**src/rtl/spec_rd_arbiter.sv**
```systemverilog
// Read arbiter for a double-use spectrum RAM: two requesters share one read port
// while a frame is READY, and the writer is released once outstanding reads drain.
module spec_rd_arbiter #(
    parameter int ADDR_W = 12,
    parameter int DATA_W = 16,
    parameter int RD_LAT = 1
) (
    input  logic              clk,
    input  logic              rst_n,
    input  logic              frame_done,
    input  logic              frame_release,
    input  logic              req0,
    input  logic              req1,
    input  logic [ADDR_W-1:0] addr0,
    input  logic [ADDR_W-1:0] addr1,
    output logic              gnt0,
    output logic              gnt1,
    output logic [ADDR_W-1:0] ram_addr,
    input  logic [DATA_W-1:0] ram_rd_data,
    output logic [DATA_W-1:0] rdata,
    output logic              rvalid0,
    output logic              rvalid1,
    output logic              frame_ready,
    output logic              capture_start,
    output logic              overrun
);

    // In-flight stages ahead of the output register; the last one lines up with ram_rd_data.
    localparam int DEPTH = RD_LAT + 1;

    typedef enum logic [1:0] {LOCKED, READY, DRAIN} state_t;

    state_t           state;
    state_t           state_nxt;
    logic             ptr;
    logic             grant;
    logic             grant_id;
    logic             in_flight;
    logic [DEPTH-1:0] vld_p;
    logic [DEPTH-1:0] id_p;

    assign in_flight   = |vld_p;
    assign frame_ready = (state == READY);

    always_comb begin
        state_nxt     = state;
        grant         = 1'b0;
        grant_id      = 1'b0;
        capture_start = 1'b0;
        case (state)
            LOCKED: begin
                if (frame_done) state_nxt = READY;
            end
            READY: begin
                // A release in the same cycle as a request shuts arbitration off first.
                if (frame_release) begin
                    state_nxt = DRAIN;
                end else if (req0 && req1) begin
                    grant    = 1'b1;
                    grant_id = ptr;
                end else if (req0 || req1) begin
                    grant    = 1'b1;
                    grant_id = req1;
                end
            end
            DRAIN: begin
                if (!in_flight) begin
                    state_nxt     = LOCKED;
                    capture_start = 1'b1;
                end
            end
            default: state_nxt = LOCKED;
        endcase
        gnt0 = grant && !grant_id;
        gnt1 = grant && grant_id;
    end

    always_ff @(posedge clk) begin
        if (!rst_n) begin
            state   <= LOCKED;
            ptr     <= 1'b0;
            overrun <= 1'b0;
        end else begin
            state <= state_nxt;
            if (grant) ptr <= ~grant_id;
            if (frame_done && state != LOCKED) overrun <= 1'b1;
        end
    end

    // Stage boundary: grant -> RAM address register, then the valid/ID shift pipeline.
    always_ff @(posedge clk) begin
        if (!rst_n) begin
            ram_addr <= '0;
            vld_p    <= '0;
        end else begin
            if (grant) ram_addr <= grant_id ? addr1 : addr0;
            vld_p <= {vld_p[DEPTH-2:0], grant};
        end
    end

    always_ff @(posedge clk) begin
        id_p <= {id_p[DEPTH-2:0], grant_id};
    end

    // Stage boundary: RAM data -> registered return with its requester tag.
    always_ff @(posedge clk) begin
        if (!rst_n) begin
            rdata   <= '0;
            rvalid0 <= 1'b0;
            rvalid1 <= 1'b0;
        end else begin
            rvalid0 <= vld_p[DEPTH-1] && !id_p[DEPTH-1];
            rvalid1 <= vld_p[DEPTH-1] && id_p[DEPTH-1];
            if (vld_p[DEPTH-1]) rdata <= ram_rd_data;
        end
    end

endmodule

```
**config.mk**
```make
export PLATFORM = sky130hd
export DESIGN_NAME = spec_rd_arbiter
export DESIGN_NICKNAME = d
export VERILOG_FILES = /design/src/rtl/spec_rd_arbiter.sv
export SDC_FILE = /design/constraint.sdc
export NUM_CORES = 1
export LEC_CHECK = 0
export CAP_MARGIN = 20
export CORE_MARGIN = 4
export CORE_UTILIZATION = 41
export DETAILED_ROUTE_END_ITERATION = 16
export GPL_ROUTABILITY_DRIVEN = 0
export PLACE_DENSITY = 0.84
export SLEW_MARGIN = 5
export SYNTH_ARGS = -nofsm -noshare
export SYNTH_HDL_FRONTEND = slang
export SYNTH_SLANG_ARGS = --single-unit
```
**constraint.sdc**
```tcl
create_clock -name clk -period 2.4 [get_ports clk]
set_input_delay 0.36 -clock clk [delete_from_list [all_inputs] [get_ports clk]]
set_output_delay 0.36 -clock clk [all_outputs]
set_load 0.03 [all_outputs]
```
==> load_flow_metrics.sql <==
INSERT INTO impl_metrics (metric_group, metric, value, unit) VALUES
('power_and_ir_drop', 'vdd.ir_drop.worst', '0.000349', 'V'),
('drt', 'via_count', '1409', ''),
('logic_synthesis', 'yosysWarningCount', '0', ''),
('die', 'dieHeight', '68.3', 'um'),
('sta', 'tightestPinTransition', '909', 'ps'),
('cts', 'cts_max_level', '2', ''),
('drt', 'drt_wirelength', '4170', 'um'),
('setup_path', 'cp_slowest_cell', 'sky130_fd_sc_hd__clkdlybuf4s50_1', ''),
('die', 'ios', '81', ''),
('setup_path', 'ff2ff_setup_slack', '430', 'ps'),
('drt', 'detail_route.vias_per_cell', '5.11', ''),
('setup_path', 'cp.required', '2040', 'ps'),
('sta', 'timing_max_transition_violations_final', '0', ''),
('die', 'die-area', '0.00467', 'mm2'),
('global_route', 'grtUsageMet2', '0.355', ''),
('worst_hold_path', 'timing.hold.worst_endpoint', 'id_p[1]', ''),
('cts', 'cts_resizes', '0', ''),
('setup_path', 'worst_path_largest_cell_delay', '690', 'ps'),
('power_and_ir_drop', 'pwr_density_cell', '492', 'mW/mm2'),
('power_and_ir_drop', 'power', '1.18', 'mW'),
('global_route', 'use_met3', '0.0411', ''),
('setup_path', 'crit_path_cell_trace', 'clkdlybuf4s50_1 > nand4bb_1 > nor2_1 > clkdlybuf4s50_1', ''),
('cts', 'clock_sink_count', '38', ''),
('logic_synthesis', 'synth-seq-area-share', '0.510', ''),
('global_route', 'maximum_number_of_pins_on_one_net_before_global_route_repair', '38', ''),
('sta', 'post-route-period-util', '0.938', ''),
('final_layout', 'final_nets', '275', ''),
('outcome', 'outcome', 'completed', ''),
('sta', 'skew', '6.67', 'ps'),
('global_route', 'grt_antenna_before_repair', '0', ''),
('cts', 'clkTransAtPathRegs', '100', 'ps'),
('logic_synthesis', 'post_synth_num_cell_types', '23', ''),
('logic_synthesis', 'post_synth.cell_area_avg', '10.2', 'um2'),
('setup_path', 'worst_reg2reg_path_endpoint', 'ram_addr[3]', ''),
('final_layout', 'layout.cells.most_common_list', 'sky130_fd_sc_hd__clkdlybuf4s50_1 (79), sky130_fd_sc_hd__dfxtp_1 (38), sky130_fd_sc_hd__nor2b_1 (18)', ''),
('final_layout', 'areaGrowthSynthToFinish', '61.3', '%'),
('logic_synthesis', 'post-synth-top-area-cell', 'sky130_fd_sc_hd__dfxtp_1', ''),
('setup_path', 'worst_setup_path_end_kind', 'output pin', ''),
('worst_hold_path', 'class_of_the_tightest_hold_or_removal_check', 'reg -> reg', ''),
('global_route', 'grt_pass1_wl', '6720', 'um'),
('die', 'core_region_area', '0.00342', 'mm2'),
('drt', 'first_iter_violations', '96', ''),
('global_route', 'grt_overflow', '0', ''),
('drt', 'remaining_drc_errors', '0', ''),
('setup_path', 'worst-r2r-cell-count', '4', ''),
('logic_synthesis', 'synth.cell_area', '0.00149', 'mm2'),
('sta', 'setup_total_negative_slack', '0', 'ps'),
('power_and_ir_drop', 'p_leak', '0.854', 'nW'),
('sta', 'final_hold_viol_count', '0', ''),
('placed_design', 'dpl.cell_count', '268', ''),
('sta', 'min_period', '2250', 'ps'),
('placed_design', 'hpwlAfterDp', '3240', 'um'),
('cts', 'tritoncts.num_buffers', '5', ''),
('final_layout', 'num_antenna_cells', '0', ''),
('logic_synthesis', 'synthTopCellsByArea', 'sky130_fd_sc_hd__dfxtp_1 (51%), sky130_fd_sc_hd__mux2i_1 (11%), sky130_fd_sc_hd__a221o_1 (8.1%)', ''),
('setup_path', 'worst_path_most_repeated_cell', 'sky130_fd_sc_hd__clkdlybuf4s50_1', ''),
('drt', 'drt_pass1_iterations', '4', ''),
('setup_path', 'timing.rr.start', 'state[0]', ''),
('cts', 'clock_tree_from_tritoncts', 'yes', ''),
('final_layout', 'final_core_utilization', '0.704', ''),
('cts', 'postCtsHoldBufs', '0', ''),
('drt', 'drtAntennaViolNets', '0', ''),
('die', 'floorplan.rows', '21', ''),
('setup_path', 'crit_arrival', '1890', 'ps'),
('cts', 'cts.repair_timing.setup_buffer_count', '0', ''),
('final_layout', 'commonest_non_fill_non_tap_cell_in_the_layout', 'sky130_fd_sc_hd__clkdlybuf4s50_1', ''),
('die', 'initial_utilization', '0.437', ''),
('cts', 'worst_skew_pair.late_latency', '320', 'ps'),
('logic_synthesis', 'netlist_instances', '146', ''),
('logic_synthesis', 'synth-seq-cells', '38', ''),
('sta', 'clock.fmax', '444', 'MHz');
[registers in the layout, summed over array words and instances (netlist names)]
register  flops
ptr           1
rvalid0       1
rvalid1       1
overrun       1
ram_addr     12
id_p          2
state         2
rdata        16
vld_p         2
[metal layers]
| layer | vias to the layer above | share of wire | routed length [um] |
|---|---|---|---|
| met3 | 4 | 0.036 | 149 |
| li1 | 683 | - | - |
| met1 | 680 | 0.39 | 1640 |
| met4 | 0 | 0.0098 | 41 |
| met5 | - | 0 | 0 |
| met2 | 42 | 0.56 | 2330 |
[critical path: cells and delay by family]
kind	cells	cell delay, ps
and+or+nand+nor	2	390
buffers and inverters	2	1140
[report_power, final]
part / internal (mW) / leakage [nW] / total (mW) / switching (mW)
combinational: 0.116 / 0.512 / 0.195 / 0.0788
sequential: 0.646 / 0.308 / 0.657 / 0.0113
clock: 0.142 / 0.0353 / 0.333 / 0.191
total: 0.904 / 0.854 / 1.18 / 0.281
[cell families (layout without fill, tap and decap cells)]
| group | count (synthesis) | after routing | synth area share |
|---|---|---|---|
| AO/OA/AOI/OAI | 19 | 19 | 0.112 |
| buffers and inverters | 13 | 97 | 0.0411 |
| flip-flops | 38 | 38 | 0.510 |
| multiplexers | 17 | 17 | 0.114 |
| AND/OR/NAND/NOR | 59 | 59 | 0.223 |
[cell usage after synthesis]
cell type                   number
sky130_fd_sc_hd__a21oi_1         1
sky130_fd_sc_hd__a221o_1        12
sky130_fd_sc_hd__and2_1          3
sky130_fd_sc_hd__and3_1          1
sky130_fd_sc_hd__buf_2           1
sky130_fd_sc_hd__buf_4           1
sky130_fd_sc_hd__buf_6           1
sky130_fd_sc_hd__clkbuf_1        8
sky130_fd_sc_hd__dfxtp_1        38
sky130_fd_sc_hd__inv_1           2
sky130_fd_sc_hd__mux2i_1        17
sky130_fd_sc_hd__nand2_1        13
sky130_fd_sc_hd__nand4bb_1       2
sky130_fd_sc_hd__nor2_1          5
sky130_fd_sc_hd__nor2b_1        18
sky130_fd_sc_hd__nor3_1         11
sky130_fd_sc_hd__nor3b_1         3
sky130_fd_sc_hd__nor4b_1         1
sky130_fd_sc_hd__nor4bb_1        1
sky130_fd_sc_hd__o21a_1          3
sky130_fd_sc_hd__o21ai_0         2
sky130_fd_sc_hd__o2bb2ai_1       1
sky130_fd_sc_hd__or3b_1          1
[metrics by stage]
step / setup slack [ps] / area [um2] / hold slack, ps
3_3_place_gp: 162 / 2350 / 313
5_1_grt: 102 / 2410 / 346
2_1_floorplan: 396 / 1490 / 310
6_report: 150 / 2410 / 337
3_5_place_dp: 94.2 / 2350 / 313
4_1_cts: 143 / 2410 / 337
[area by class of cell]
cell class                 count  share of cell area
timing repair buffer          87               0.354
multi-input combinational     95               0.278
clock buffer                   7              0.0229
tap                           46              0.0239
inverter                       2             0.00312
clock inverter                 1             0.00208
sequential                    38               0.316
[worst max-delay path by stage]
stage / startpoint / to / slack (ps) / depth (start not counted)
2_1_floorplan: vld_p[1] / capture_start / 400 / 2
3_3_place_gp: frame_release / ram_addr[2] / 160 / 5
3_5_place_dp: frame_release / ram_addr[0] / 90 / 5
4_1_cts: frame_release / gnt1 / 140 / 4
5_1_grt: state[1] / capture_start / 100 / 2
6_report: frame_release / gnt1 / 150 / 4
Power figures use the tool's default switching activity.
